<file path="config.mk">
export PLATFORM = sky130hd
export DESIGN_NAME = bht_predictor
export DESIGN_NICKNAME = d
export VERILOG_FILES = /design/src/rtl/bp_pkg.sv /design/src/rtl/bht_predictor_sat_counter.sv /design/src/rtl/bht_predictor.sv
export SDC_FILE = /design/constraint.sdc
export NUM_CORES = 1
export LEC_CHECK = 0
export ABC_AREA = 1
export BUFFER_PORTS_ARGS = -buffer_cell sky130_fd_sc_hd__clkbuf_2
export CORE_MARGIN = 1
export CORE_UTILIZATION = 38
export DETAILED_ROUTE_END_ITERATION = 8
export SLEW_MARGIN = 20
export SYNTH_ARGS = -nofsm -noshare
export SYNTH_HDL_FRONTEND = slang
export SYNTH_SLANG_ARGS = --single-unit
</file>
<file path="constraint.sdc">
create_clock -name i_clk -period 1.1 [get_ports i_clk]
set_input_delay 0 -clock i_clk [delete_from_list [all_inputs] [get_ports i_clk]]
set_output_delay 0 -clock i_clk [all_outputs]
set_load 0.01 [all_outputs]
</file>
<file path="src/rtl/bp_pkg.sv">
// Shared types and helpers for the branch history table predictor.
// Helpers work at a fixed maximum width; callers size-cast to their own widths.
package bp_pkg;

  localparam int CTR_W          = 16;
  localparam int IDX_W          = 16;
  localparam int CTR_BITS_DFLT  = 2;
  localparam int CTR_MAX        = (1 << CTR_BITS_DFLT) - 1;
  localparam int CTR_INIT       = CTR_MAX;

  // Saturating step: never wraps past max or below zero.
  function automatic logic [CTR_W-1:0] ctr_next(
    input logic [CTR_W-1:0] ctr,
    input logic             taken,
    input logic [CTR_W-1:0] max
  );
    if (taken) return (ctr == max)      ? ctr : ctr + 16'd1;
    else       return (ctr == 16'd0)    ? ctr : ctr - 16'd1;
  endfunction

  function automatic logic [IDX_W-1:0] bht_index(
    input logic [IDX_W-1:0] pc_idx,
    input logic [IDX_W-1:0] ghr,
    input logic             gshare
  );
    return gshare ? (pc_idx ^ ghr) : pc_idx;
  endfunction

endpackage

</file>
<file path="src/rtl/bht_predictor_sat_counter.sv">
// One BHT entry: CTR_BITS-wide saturating counter, reset to strong taken.
module sat_counter
  import bp_pkg::*;
#(
  parameter int CTR_BITS = 2
) (
  input  logic                i_clk,
  input  logic                i_rst,
  input  logic                i_en,
  input  logic                i_taken,
  output logic [CTR_BITS-1:0] o_ctr
);

  localparam logic [CTR_BITS-1:0] MAX = '1;

  logic [CTR_BITS-1:0] r_ctr;
  logic [CTR_BITS-1:0] w_next;

  assign w_next = CTR_BITS'(ctr_next(CTR_W'(r_ctr), i_taken, CTR_W'(MAX)));

  always_ff @(posedge i_clk) begin
    if (i_rst)     r_ctr <= MAX;
    else if (i_en) r_ctr <= w_next;
  end

  assign o_ctr = r_ctr;

endmodule

</file>
<file path="src/rtl/bht_predictor.sv">
// Branch history table: per-entry saturating counters with optional gshare
// indexing; 1-cycle registered prediction, one training update per cycle.
module bht_predictor
  import bp_pkg::*;
#(
  parameter int INDEX_BITS = 4,
  parameter int CTR_BITS   = 2,
  parameter int PC_BITS    = 32,
  parameter int PC_SHIFT   = 2,
  parameter int GSHARE     = 0
) (
  input  logic                  i_clk,
  input  logic                  i_rst,
  input  logic                  i_request,
  input  logic [PC_BITS-1:0]    i_req_pc,
  output logic                  o_prediction,
  output logic                  o_pred_valid,
  output logic [INDEX_BITS-1:0] o_pred_index,
  input  logic                  i_result,
  input  logic [INDEX_BITS-1:0] i_res_index,
  input  logic                  i_taken
);

  localparam int ENTRIES = 1 << INDEX_BITS;

  logic [ENTRIES-1:0][CTR_BITS-1:0] w_ctr;
  logic [INDEX_BITS-1:0]            w_pc_idx;
  logic [INDEX_BITS-1:0]            w_idx;
  logic [INDEX_BITS-1:0]            w_ghr_next;
  logic [INDEX_BITS-1:0]            r_ghr;
  logic                             r_prediction;
  logic                             r_pred_valid;
  logic [INDEX_BITS-1:0]            r_pred_index;

  assign w_pc_idx = i_req_pc[PC_SHIFT +: INDEX_BITS];
  assign w_idx    = INDEX_BITS'(bht_index(IDX_W'(w_pc_idx), IDX_W'(r_ghr), GSHARE != 0));

  for (genvar g = 0; g < ENTRIES; g++) begin : g_ent
    sat_counter #(.CTR_BITS(CTR_BITS)) u_ctr (
      .i_clk   (i_clk),
      .i_rst   (i_rst),
      .i_en    (i_result && (i_res_index == INDEX_BITS'(g))),
      .i_taken (i_taken),
      .o_ctr   (w_ctr[g])
    );
  end

  if (INDEX_BITS == 1) begin : g_ghr1
    assign w_ghr_next = i_taken;
  end else begin : g_ghrn
    assign w_ghr_next = {r_ghr[INDEX_BITS-2:0], i_taken};
  end

  // History only moves in gshare mode; otherwise it stays zero.
  always_ff @(posedge i_clk) begin
    if (i_rst)                        r_ghr <= '0;
    else if (i_result && GSHARE != 0) r_ghr <= w_ghr_next;
  end

  // Read uses the pre-update counter: no bypass from a same-cycle train.
  always_ff @(posedge i_clk) begin
    if (i_rst) begin
      r_prediction <= 1'b1;
      r_pred_valid <= 1'b0;
      r_pred_index <= '0;
    end else begin
      r_pred_valid <= i_request;
      if (i_request) begin
        r_prediction <= w_ctr[w_idx][CTR_BITS-1];
        r_pred_index <= w_idx;
      end
    end
  end

  assign o_prediction = r_prediction;
  assign o_pred_valid = r_pred_valid;
  assign o_pred_index = r_pred_index;

endmodule

</file>
* After elaboration in Yosys (flattened, before gate mapping) *
Cells that the tools add are included.

word-level totals
  register bits after elaboration = 38
  output and inout port bits = 6
  logic and storage cells = 214

operators by class
  reduce and logical (&&, ||, !) cells = 49
  eq/ne operators = 63
  muxes and demuxes = 50
  $add $sub $neg = 32
  $lt $le $gt $ge = 1

operators with widths
  kind                                                                          count
  2-bit 2-to-1 mux                                                              49
  2-bit != test, second input constant                                          32
  3-bit AND reduction                                                           16
  2-bit by 1-bit adder with 2-bit output, second input constant                 16
  2-bit == test, second input constant                                          16
  4-bit == test, second input constant                                          8
  2-bit zero test                                                               16
  2-bit by 1-bit subtractor with 2-bit output, second input constant            16
  4-bit by 3-bit == test with 1-bit output, second input constant               4
  1-bit logical AND                                                             16
  2-bit binary-select mux with 4-bit select                                     1
  4-bit by 2-bit == test with 1-bit output, second input constant               2
  4-bit by 5-bit less-than comparator with 1-bit output, second input constant  1
  4-bit by 1-bit == test with 1-bit output, second input constant               1
  4-bit zero test                                                               1

* Longest topological paths before layout *
Gate-level depths: netlist of the first run.

  word-level depth = 3
  mapped depth = 7

* Modules after synthesis *
Synthesis of the first run repeated with hierarchy kept, for this count alone.

unflattened totals
  cell total of the unflattened synthesis = 385
  area total of the unflattened synthesis = 2352.3 um2

by module, submodules not included
  module         seq. area each (um2)  area an instance (um2)  times used  cells an instance
  sat_counter    40.0                  115.1                   16          18
  bht_predictor  120.1                 510.5                   1           97

* Worst setup path before layout of the first run *
No wires, ideal clock.

  kind = reg2reg
  start = register g_ent[3].u_ctr.r_ctr[1]
  end = register r_prediction, in the netlist o_prediction
  cell stages (with the launch flop) = 7
  period minus slack after synthesis = 0.793 ns
  library setup time = 0.121 ns
  slack = 0.307 ns
  data arrival time = 0.672 ns
  required time = 0.979 ns
  path through = dfxtp_1 -> inv_1 -> nand2_1 -> nand3_1 -> nand3_1 -> nand3_1 -> nand3_1

on the way
  cells in the longest elaborated chain, start to end = 2

ends and longest elaborated chain
  item                                       RTL line                         RTL
  start, declared                            bht_predictor_sat_counter.sv:16  logic [CTR_BITS-1:0] r_ctr;
  start signal, assigned                     bht_predictor_sat_counter.sv:23  else if (i_en) r_ctr <= w_next;
  2-bit binary-select mux with 4-bit select  bht_predictor.sv:69              r_prediction <= w_ctr[w_idx][CTR_BITS-1];
  2-bit 2-to-1 mux (not written as such)     bht_predictor.sv:69
  end signal, assigned                       bht_predictor.sv:69
  end, declared                              bht_predictor.sv:31              logic r_prediction;

Every way passes these cells. The select of a mux whose other input is x is not followed.
A chain may end at the register's enable or synchronous reset.

* Final worst setup path of the first run *
  start = register g_ent[14].u_ctr.r_ctr[1]
  end = register r_prediction, in the netlist o_prediction

on the way
  cells in the longest elaborated chain, start to end = 2

ends and longest elaborated chain
  item                                       RTL line
  start, declared                            bht_predictor_sat_counter.sv:16
  start signal, assigned                     bht_predictor_sat_counter.sv:23
  2-bit binary-select mux with 4-bit select  bht_predictor.sv:69
  2-bit 2-to-1 mux (not written as such)     bht_predictor.sv:69

Every way passes these cells. The select of a mux whose other input is x is not followed.

==> Implementation_results.wiki, run 1 <==
{| class="wikitable"
! Metric !! Value
|-
| Capturing element type of the critical path || flop
|-
| Gate count of the mapped netlist || 305
|-
| Post-Synthesis Cell Area || 1950 um2
|-
| Post-DP HPWL || 3210 um
|-
| Min cycle time layout || 947 ps
|-
| Setup slack, reg-to-reg || 150 ps
|-
| IR drop worst, VDD || 0.821 mV
|-
| Slew at the pin closest to its max-slew limit || 439 ps
|-
| Setup crit start kind || flop
|-
| Die Ht || 73.7 um
|-
| Ranking of synthesized cells by instance count || 85 x sky130_fd_sc_hd__nand2_1, 40 x sky130_fd_sc_hd__nor2_1, 38 x sky130_fd_sc_hd__dfxtp_1, 35 x sky130_fd_sc_hd__inv_1, 29 x sky130_fd_sc_hd__nand3_1
|-
| Sum Neg Setup Slack || 0 ps
|-
| Tot Pwr || ~2700 uW
|-
| Period Utilization, post-route || 0.861
|-
| Data required time at the worst endpoint || 1340 ps
|-
| Async SR Flop Fraction || 0
|-
| Residual overflow from global routing || 0
|-
| Maximum clock rate || 1060 MHz
|-
| Pin count of the biggest net entering global routing || 21
|-
| Most area-hungry cell type in the Yosys netlist || sky130_fd_sc_hd__dfxtp_1
|-
| Final Hold Viols || 0
|-
| Number of enable flip-flop cells after synthesis || 0
|-
| Cells taking the most area after synthesis || sky130_fd_sc_hd__dfxtp_1 39%, sky130_fd_sc_hd__nand2_1 16%, sky130_fd_sc_hd__nor2_1 7.7%
|-
| First drt pass iteration count || 4
|-
| Synth Area in Compound Gates || 0.149
|-
| Later-pin clock latency in the skew report || 290 ps
|-
| Static power due to leakage || 0.00113 uW
|-
| Initial cell density of the core || 0.403
|-
| Top FF cell, synth || sky130_fd_sc_hd__dfxtp_1
|-
| Total Die Area || 5430 um2
|-
| Global-route wire length before repair || 7480 um
|-
| Nets@finish || 371
|-
| Sequential share of the synthesized area || 0.389
|-
| Largest family of logic cells by synthesized area || simple AND/OR/NAND/NOR gates
|-
| Cell with the most instances after synthesis || sky130_fd_sc_hd__nand2_1
|-
| Min-Delay Endpoint || g_ent[3].u_ctr.o_ctr[0]$_SDFFE_PP1P_
|-
| Post-cts sizing count || 0
|-
| Post-detailed-route wirelength per cell || roughly 11 um
|-
| Launching point of the worst reg2reg path || g_ent[14].u_ctr.o_ctr[1]$_SDFFE_PP1P_
|-
| I/O pin count || 47
|-
| Floorplan core area || between 4000 and 5000 um2
|-
| Fraction of the mapped netlist area in simple logic gates || 0.366
|-
| Worst Hold Class || input port to flop
|-
| Worst setup skew after layout || 5.03 ps
|-
| GRT Util Overall || 0.181
|-
| Crit-path max FO || 3
|-
| Max H-tree Level || 2
|-
| # clock sinks || 38
|-
| Worst-case clock buffer depth || 2
|-
| Number of cell rows || 25
|-
| Pins over their slew limit || 0
|-
| Power per Cell Area || 1190 nW/um2
|-
| Post-detailed-route count of antenna-violating nets || 0
|-
| Vias in the first global route || 1,701
|-
| Unrepaired setup endpoints after global routing || false
|-
| Routed via count || 1,923
|-
| Total Wirelength || roughly 4400 um
|-
| Number of distinct library cell variants in the gate-level netlist after synthesis || 22
|-
| Arrival time reported for the critical path endpoint || 1180 ps
|-
| Number of storage elements in the synthesis netlist || 38
|-
| Mapped Avg Cell Area || 6.40 um2
|-
| Number of clock buffers inserted by TritonCTS || 5
|-
| Clock tree root driver cell || sky130_fd_sc_hd__clkbuf_8
|-
| Cell repeated most along the worst path || sky130_fd_sc_hd__nand3_1
|-
| Length in cells of the worst reg-to-reg path || 6
|-
| Clock transition at path regs || 70 ps
|-
| Worst hold path depth || 3
|-
| Violation count after the first detailed-route iteration || 75
|-
| Hold path startpoint || i_rst
|-
| Parity-gate share of the synthesized area counting xor and xnor cells || 0
|-
| CTS tree || yes
|-
| # port buffers || 18
|-
| Startpoint-to-endpoint class of the critical path || flop to flop
|-
| Slowest cell delay on critical path || around 350 ps
|-
| Detailed-route vias per instance || 4.84
|-
| Post-detailed-route DRC marker count || 0
|-
| Antenna cells || 0
|-
| Routability Congestion || roughly 0.81
|-
| Share of post-route cells with drive strength above 1 || 0.109
|-
| Max-capacitance violation count || 0
|-
| Nets in the synthesized netlist || 346
|-
| Status || completed
|-
| Arithmetic-cell share of the synthesized area counting full adders, half adders and majority gates || 0
|-
| Worst r2r dst || o_prediction$_SDFFE_PP1P_
|-
| Area added between synthesis and finish || 14.6%
|-
| Synth warn || 0
|-
| Mux contribution to synthesized area || 0
|-
| Slew Limit Headroom || 0.705
|-
| Post-synth top area share || 0.389
|-
| Worst-path cell with the longest stage delay || sky130_fd_sc_hd__dfxtp_1
|-
| Number of antenna violations at the first check in global routing || 0
|-
| Number of setup violations in the final report || 0
|-
| Die Width || approximately 74 um
|-
| CP Cell Sequence || inv_1, o21ai_0, nand2_1, nand3_1, nand3b_1, nand3_1
|}
metrics by stage:
step	worst slack, ps	cell area, um2	utilization	std cells	hold WS, ps
6_report	153	2240	0.462	397	10.4
5_1_grt	44.2	2240	0.462	397	29.5
4_1_cts	159	2240	0.462	397	14.1
3_5_place_dp	95.8	2140	0.442	388	274
3_3_place_gp	121	2140	0.442	388	279
2_1_floorplan	307	1950	-	305	89.4
logic make-up (layout without fill, tap and decap cells):
group	Yosys count	count (layout)
buffers and inverters	45	70
and+or+nand+nor	170	170
AOI/OAI and AO/OA	52	52
DFF	38	38
power breakdown:
group / switching [uW] / internal, uW / total [uW]
registers: 19.1 / 1410 / 1430
clock network: 482 / 437 / 919
logic: 202 / 116 / 318
total: 703 / 1960 / 2660
placed cells by master, fill, tap and decap left out, types with 5 or more instances in the layout:
master,instances
sky130_fd_sc_hd__clkbuf_8,5
sky130_fd_sc_hd__o21ai_0,21
sky130_fd_sc_hd__buf_4,6
sky130_fd_sc_hd__nor2_1,40
sky130_fd_sc_hd__nor3_1,8
sky130_fd_sc_hd__clkbuf_2,18
sky130_fd_sc_hd__a21oi_1,16
sky130_fd_sc_hd__dfxtp_1,38
sky130_fd_sc_hd__nand3_1,29
sky130_fd_sc_hd__o211ai_1,11
sky130_fd_sc_hd__nand2_1,85
sky130_fd_sc_hd__inv_1,35
critical path: cells and delay by family, from the launching register on:
kind            cells  cell delay, ps
flops               1             350
simple gates        4             280
compound gates      1             200
buf+inv             1              60
per-layer routing:
| layer | track usage | up-vias | wire [um] |
|---|---|---|---|
| met3 | 0.0412 | 5 | 115 |
| met4 | 0.0769 | 0 | 60 |
| li1 | - | 1038 | - |
| met1 | 0.234 | 853 | 2250 |
| met2 | 0.290 | 27 | 1930 |
| met5 | 0 | - | 0 |
sequential cells by signal, summed over array words and instances, names as in the netlist:
name	count
g_ent.u_ctr.o_ctr	32
o_pred_index	4
o_pred_valid	1
o_prediction	1
worst max-delay path by stage:
stage | startpoint | to | slack, ps | depth (start not counted)
finish | g_ent[14].u_ctr.o_ctr[1]$_SDFFE_PP1P_ | o_prediction$_SDFFE_PP1P_ | 150 | 6
global route | g_ent[14].u_ctr.o_ctr[1]$_SDFFE_PP1P_ | o_prediction$_SDFFE_PP1P_ | 40 | 6
CTS | g_ent[14].u_ctr.o_ctr[1]$_SDFFE_PP1P_ | o_prediction$_SDFFE_PP1P_ | 160 | 6
detailed placement | i_res_index[1] | g_ent[2].u_ctr.o_ctr[1]$_SDFFE_PP1P_ | 100 | 8
global placement | i_res_index[0] | g_ent[12].u_ctr.o_ctr[1]$_SDFFE_PP1P_ | 120 | 7
floorplan | g_ent[3].u_ctr.o_ctr[1]$_SDFFE_PP1P_ | o_prediction$_SDFFE_PP1P_ | 310 | 6
repair_timing:
action	4_1_cts	5_1_grt
endpoints found under the setup margin	0	0
endpoints found under the hold margin	4	0
hold buffers	2	0
setup buffers	0	0
layout make-up:
class                   count  area, um2
flip-flops and latches     38        761
clock buffers               7       76.3
inverters                  36        135
multi-input cells         222       1010
well taps                  67       83.8
repair buffers             27        175
fillers                   494       2610
Power figures use the tool's default switching activity.
==> run 2, diff against run 1 <==
Settings changed: CORE_UTILIZATION 38 to 55, PLACE_DENSITY from default to 0.8, SYNTH_HIERARCHICAL from default to 1.
==> run 2 against run 1 <==
  * Clock-buffer cell count is the same
  * Critical path depth decreased by 2
  * Sequential power hardly changed
  * Sequential cell count did not move
  * Clock power rose by 28%
  * Critical endpoint is now g_ent[10].u_ctr/o_ctr[0]$_SDFFE_PP1P_
==> Implementation_results.wiki, run 2 <==
{| class="wikitable"
! Metric !! Value
|-
| Residual overflow from global routing || 0
|-
| Non-Filler Instances || 462
|-
| Die Ht || 67.4 um
|-
| Worst-case clock buffer depth || 2
|-
| Number of clock buffers inserted by TritonCTS || 5
|-
| First drt pass iteration count || 5
|-
| Sum Neg Setup Slack || 0 ps
|-
| Post-detailed-route wirelength per cell || 10.9 um
|-
| Area added between synthesis and finish || 12.4%
|-
| # clock sinks || 38
|-
| IR drop worst, VDD || 0.517 mV
|-
| Startpoint-to-endpoint class of the critical path || flop to flop
|-
| Number of storage elements in the synthesis netlist || 38
|-
| Cells taking the most area after synthesis || sky130_fd_sc_hd__dfxtp_1 32%, sky130_fd_sc_hd__nand2_1 17%, sky130_fd_sc_hd__nand3_1 16%
|-
| Clock transition at path regs || 70 ps
|-
| Buffer count from post-CTS setup fixing || 0
|-
| Nets@finish || 452
|-
| Unrepaired setup endpoints after global routing || false
|-
| Worst Hold Class || input port to flop
|-
| Slew at the pin closest to its max-slew limit || 320 ps
|-
| Worst setup skew after layout || approximately 6.4 ps
|-
| Capturing element type of the critical path || flop
|-
| Nets in the synthesized netlist || 426
|-
| Final-layout fill cell count || 357
|-
| Gate count of the mapped netlist || 385
|-
| Number of distinct library cell variants in the gate-level netlist after synthesis || 14
|-
| Violation count after the first detailed-route iteration || about 100
|-
| Mapped Avg Cell Area || 6.11 um2
|-
| Total Die Area || around 4500 um2
|-
| Die Width || 67.4 um
|-
| # port buffers || 18
|-
| Async SR Flop Fraction || 0
|-
| Post-Synthesis Cell Area || 2350 um2
|-
| Min cycle time layout || 965 ps
|-
| Routability Congestion || 0.843
|-
| Arrival time reported for the critical path endpoint || 1150 ps
|-
| Max-capacitance violation count || 0
|-
| Count of placed standard cells including taps || between 400 and 500
|-
| Share of post-route cells with drive strength above 1 || 0.109
|-
| Most frequent cells in the layout || 109 x sky130_fd_sc_hd__nand2_1, 76 x sky130_fd_sc_hd__nand3_1, 62 x sky130_fd_sc_hd__inv_1
|-
| Pins over their slew limit || 0
|-
| Global-route wire length before repair || 8460 um
|-
| Vias in the first global route || 2,122
|-
| I/O pin count || 47
|-
| Data required time at the worst endpoint || 1280 ps
|-
| Crit-path max FO || 5
|-
| Total Wirelength || between 5000 and 6000 um
|-
| CTS tree || yes
|-
| Number of enable flip-flop cells after synthesis || 0
|-
| Sequential share of the synthesized area || 0.323
|-
| Post-detailed-route count of antenna-violating nets || 0
|-
| Post-synth top area share || 0.323
|-
| Most area-hungry cell type in the Yosys netlist || sky130_fd_sc_hd__dfxtp_1
|-
| Detailed-route vias per instance || between 5 and 6
|-
| Post-DP HPWL || 3850 um
|-
| Initial cell density of the core || 0.580
|-
| Cell with the most instances after synthesis || sky130_fd_sc_hd__nand2_1
|-
| CP Cell Sequence || nor2_1, nand2_1, nand3b_1, nand3_1
|-
| Number of antenna violations at the first check in global routing || 0
|-
| Status || completed
|-
| Maximum clock rate || 1040 MHz
|-
| Clock tree root driver cell || sky130_fd_sc_hd__clkbuf_8
|-
| Synth warn || 6
|-
| Post-detailed-route DRC marker count || 0
|-
| Power per Cell Area || 1110 nW/um2
|-
| Most common cell after layout, fill and taps aside || sky130_fd_sc_hd__nand2_1
|-
| Setup crit start kind || flop
|-
| Floorplan core area || around 4100 um2
|-
| Top FF cell, synth || sky130_fd_sc_hd__dfxtp_1
|-
| Later-pin clock latency in the skew report || 300 ps
|-
| Slowest cell delay on critical path || between 300 and 400 ps
|-
| Period Utilization, post-route || 0.878
|-
| Number of cell rows || 23
|-
| Worst-path cell with the longest stage delay || sky130_fd_sc_hd__dfxtp_1
|-
| Slew Limit Headroom || 0.786
|-
| Static power due to leakage || 0.00142 uW
|-
| Ranking of synthesized cells by instance count || 109 x sky130_fd_sc_hd__nand2_1, 76 x sky130_fd_sc_hd__nand3_1, 62 x sky130_fd_sc_hd__inv_1, 57 x sky130_fd_sc_hd__nor2_1, 38 x sky130_fd_sc_hd__dfxtp_1
|-
| Number of setup violations in the final report || 0
|-
| Setup slack, reg-to-reg || 130 ps
|-
| Antenna cells || 0
|-
| GRT Util Overall || 0.247
|-
| Flip-flop count of the largest register after layout || 32
|-
| Max H-tree Level || 2
|-
| Routed via count || about 2,400
|-
| Final Hold Viols || 0
|-
| Pin count of the biggest net entering global routing || 33
|}
[run 2: metrics by stage]
| stage | instance area, um2 | hold slack [ps] | worst slack (ps) | utilization | total power (uW) |
|---|---|---|---|---|---|
| 3_3_place_gp | 2530 | 281 | 129 | 0.623 | 1780 |
| 3_5_place_dp | 2530 | 279 | 87.2 | 0.623 | 1790 |
| 2_1_floorplan | 2350 | 69.1 | 293 | - | 1670 |
| 5_1_grt | 2650 | 27.1 | 72.7 | 0.652 | 3060 |
| 4_1_cts | 2650 | 5.59 | 147 | 0.652 | 2960 |
| 6_report | 2650 | 13.9 | 135 | 0.652 | 2940 |
[run 2: worst max-delay path: cells and delay by family (launching register included)]
| family | cells | cell delay (ps) |
|---|---|---|
| AND/OR/NAND/NOR | 4 | 500 |
| flip-flops | 1 | 350 |
[run 2: final timing paths]
path | from | end | cells past startpoint
setup / recovery | g_ent[10].u_ctr/o_ctr[1]$_SDFFE_PP1P_ | g_ent[10].u_ctr/o_ctr[0]$_SDFFE_PP1P_ | 4
hold / removal | i_request | o_pred_index[1]$_SDFFE_PP0P_ | 2
setup reg to reg | g_ent[10].u_ctr/o_ctr[1]$_SDFFE_PP1P_ | g_ent[10].u_ctr/o_ctr[0]$_SDFFE_PP1P_ | 4
hold reg to reg | o_pred_index[3]$_SDFFE_PP0P_ | o_pred_index[3]$_SDFFE_PP0P_ | 2
[run 2: metal layers]
layer,vias to the layer above,global-route usage,share of wire
met5,-,0,0
met4,0,0.0904,0.016
met3,7,0.0541,0.057
met2,55,0.443,0.46
met1,1083,0.285,0.46
li1,1268,-,-
[run 2: what timing repair did]
item | 4_1_cts | 5_1_grt
gates resized for setup | 0 | 0
endpoints found under the hold margin | 1 | 0
endpoints found under the setup margin | 0 | 0
hold buffers | 1 | 0
[run 2: area by class of cell]
class / instances / area (um2) / area share
multi-input cells: 281 / 1330 / 0.503
flip-flops and latches: 38 / 761 / 0.288
inverters: 64 / 245 / 0.0927
repair buffers: 21 / 140 / 0.0530
clock buffers: 7 / 76.3 / 0.0289
well taps: 50 / 62.6 / 0.0237
clock inverters: 1 / 30.0 / 0.0114
[run 2: power breakdown]
| group | switching (uW) | internal [uW] | total (uW) | leakage (uW) |
|---|---|---|---|---|
| clock | 499 | 679 | 1180 | 0.0000524 |
| sequential | 26.3 | 1410 | 1430 | 0.000310 |
| combinational | 212 | 118 | 330 | 0.00106 |
| total | 737 | 2200 | 2940 | 0.00142 |
[run 2: cells by family (layout without fill, tap and decap cells)]
group                  count (synthesis)  after routing  synth area share
and+or+nand+nor                      276            276             0.552
DFF                                   38             38             0.323
buffers and inverters                 66             93             0.111
AOI/OAI and AO/OA                      5              5            0.0138
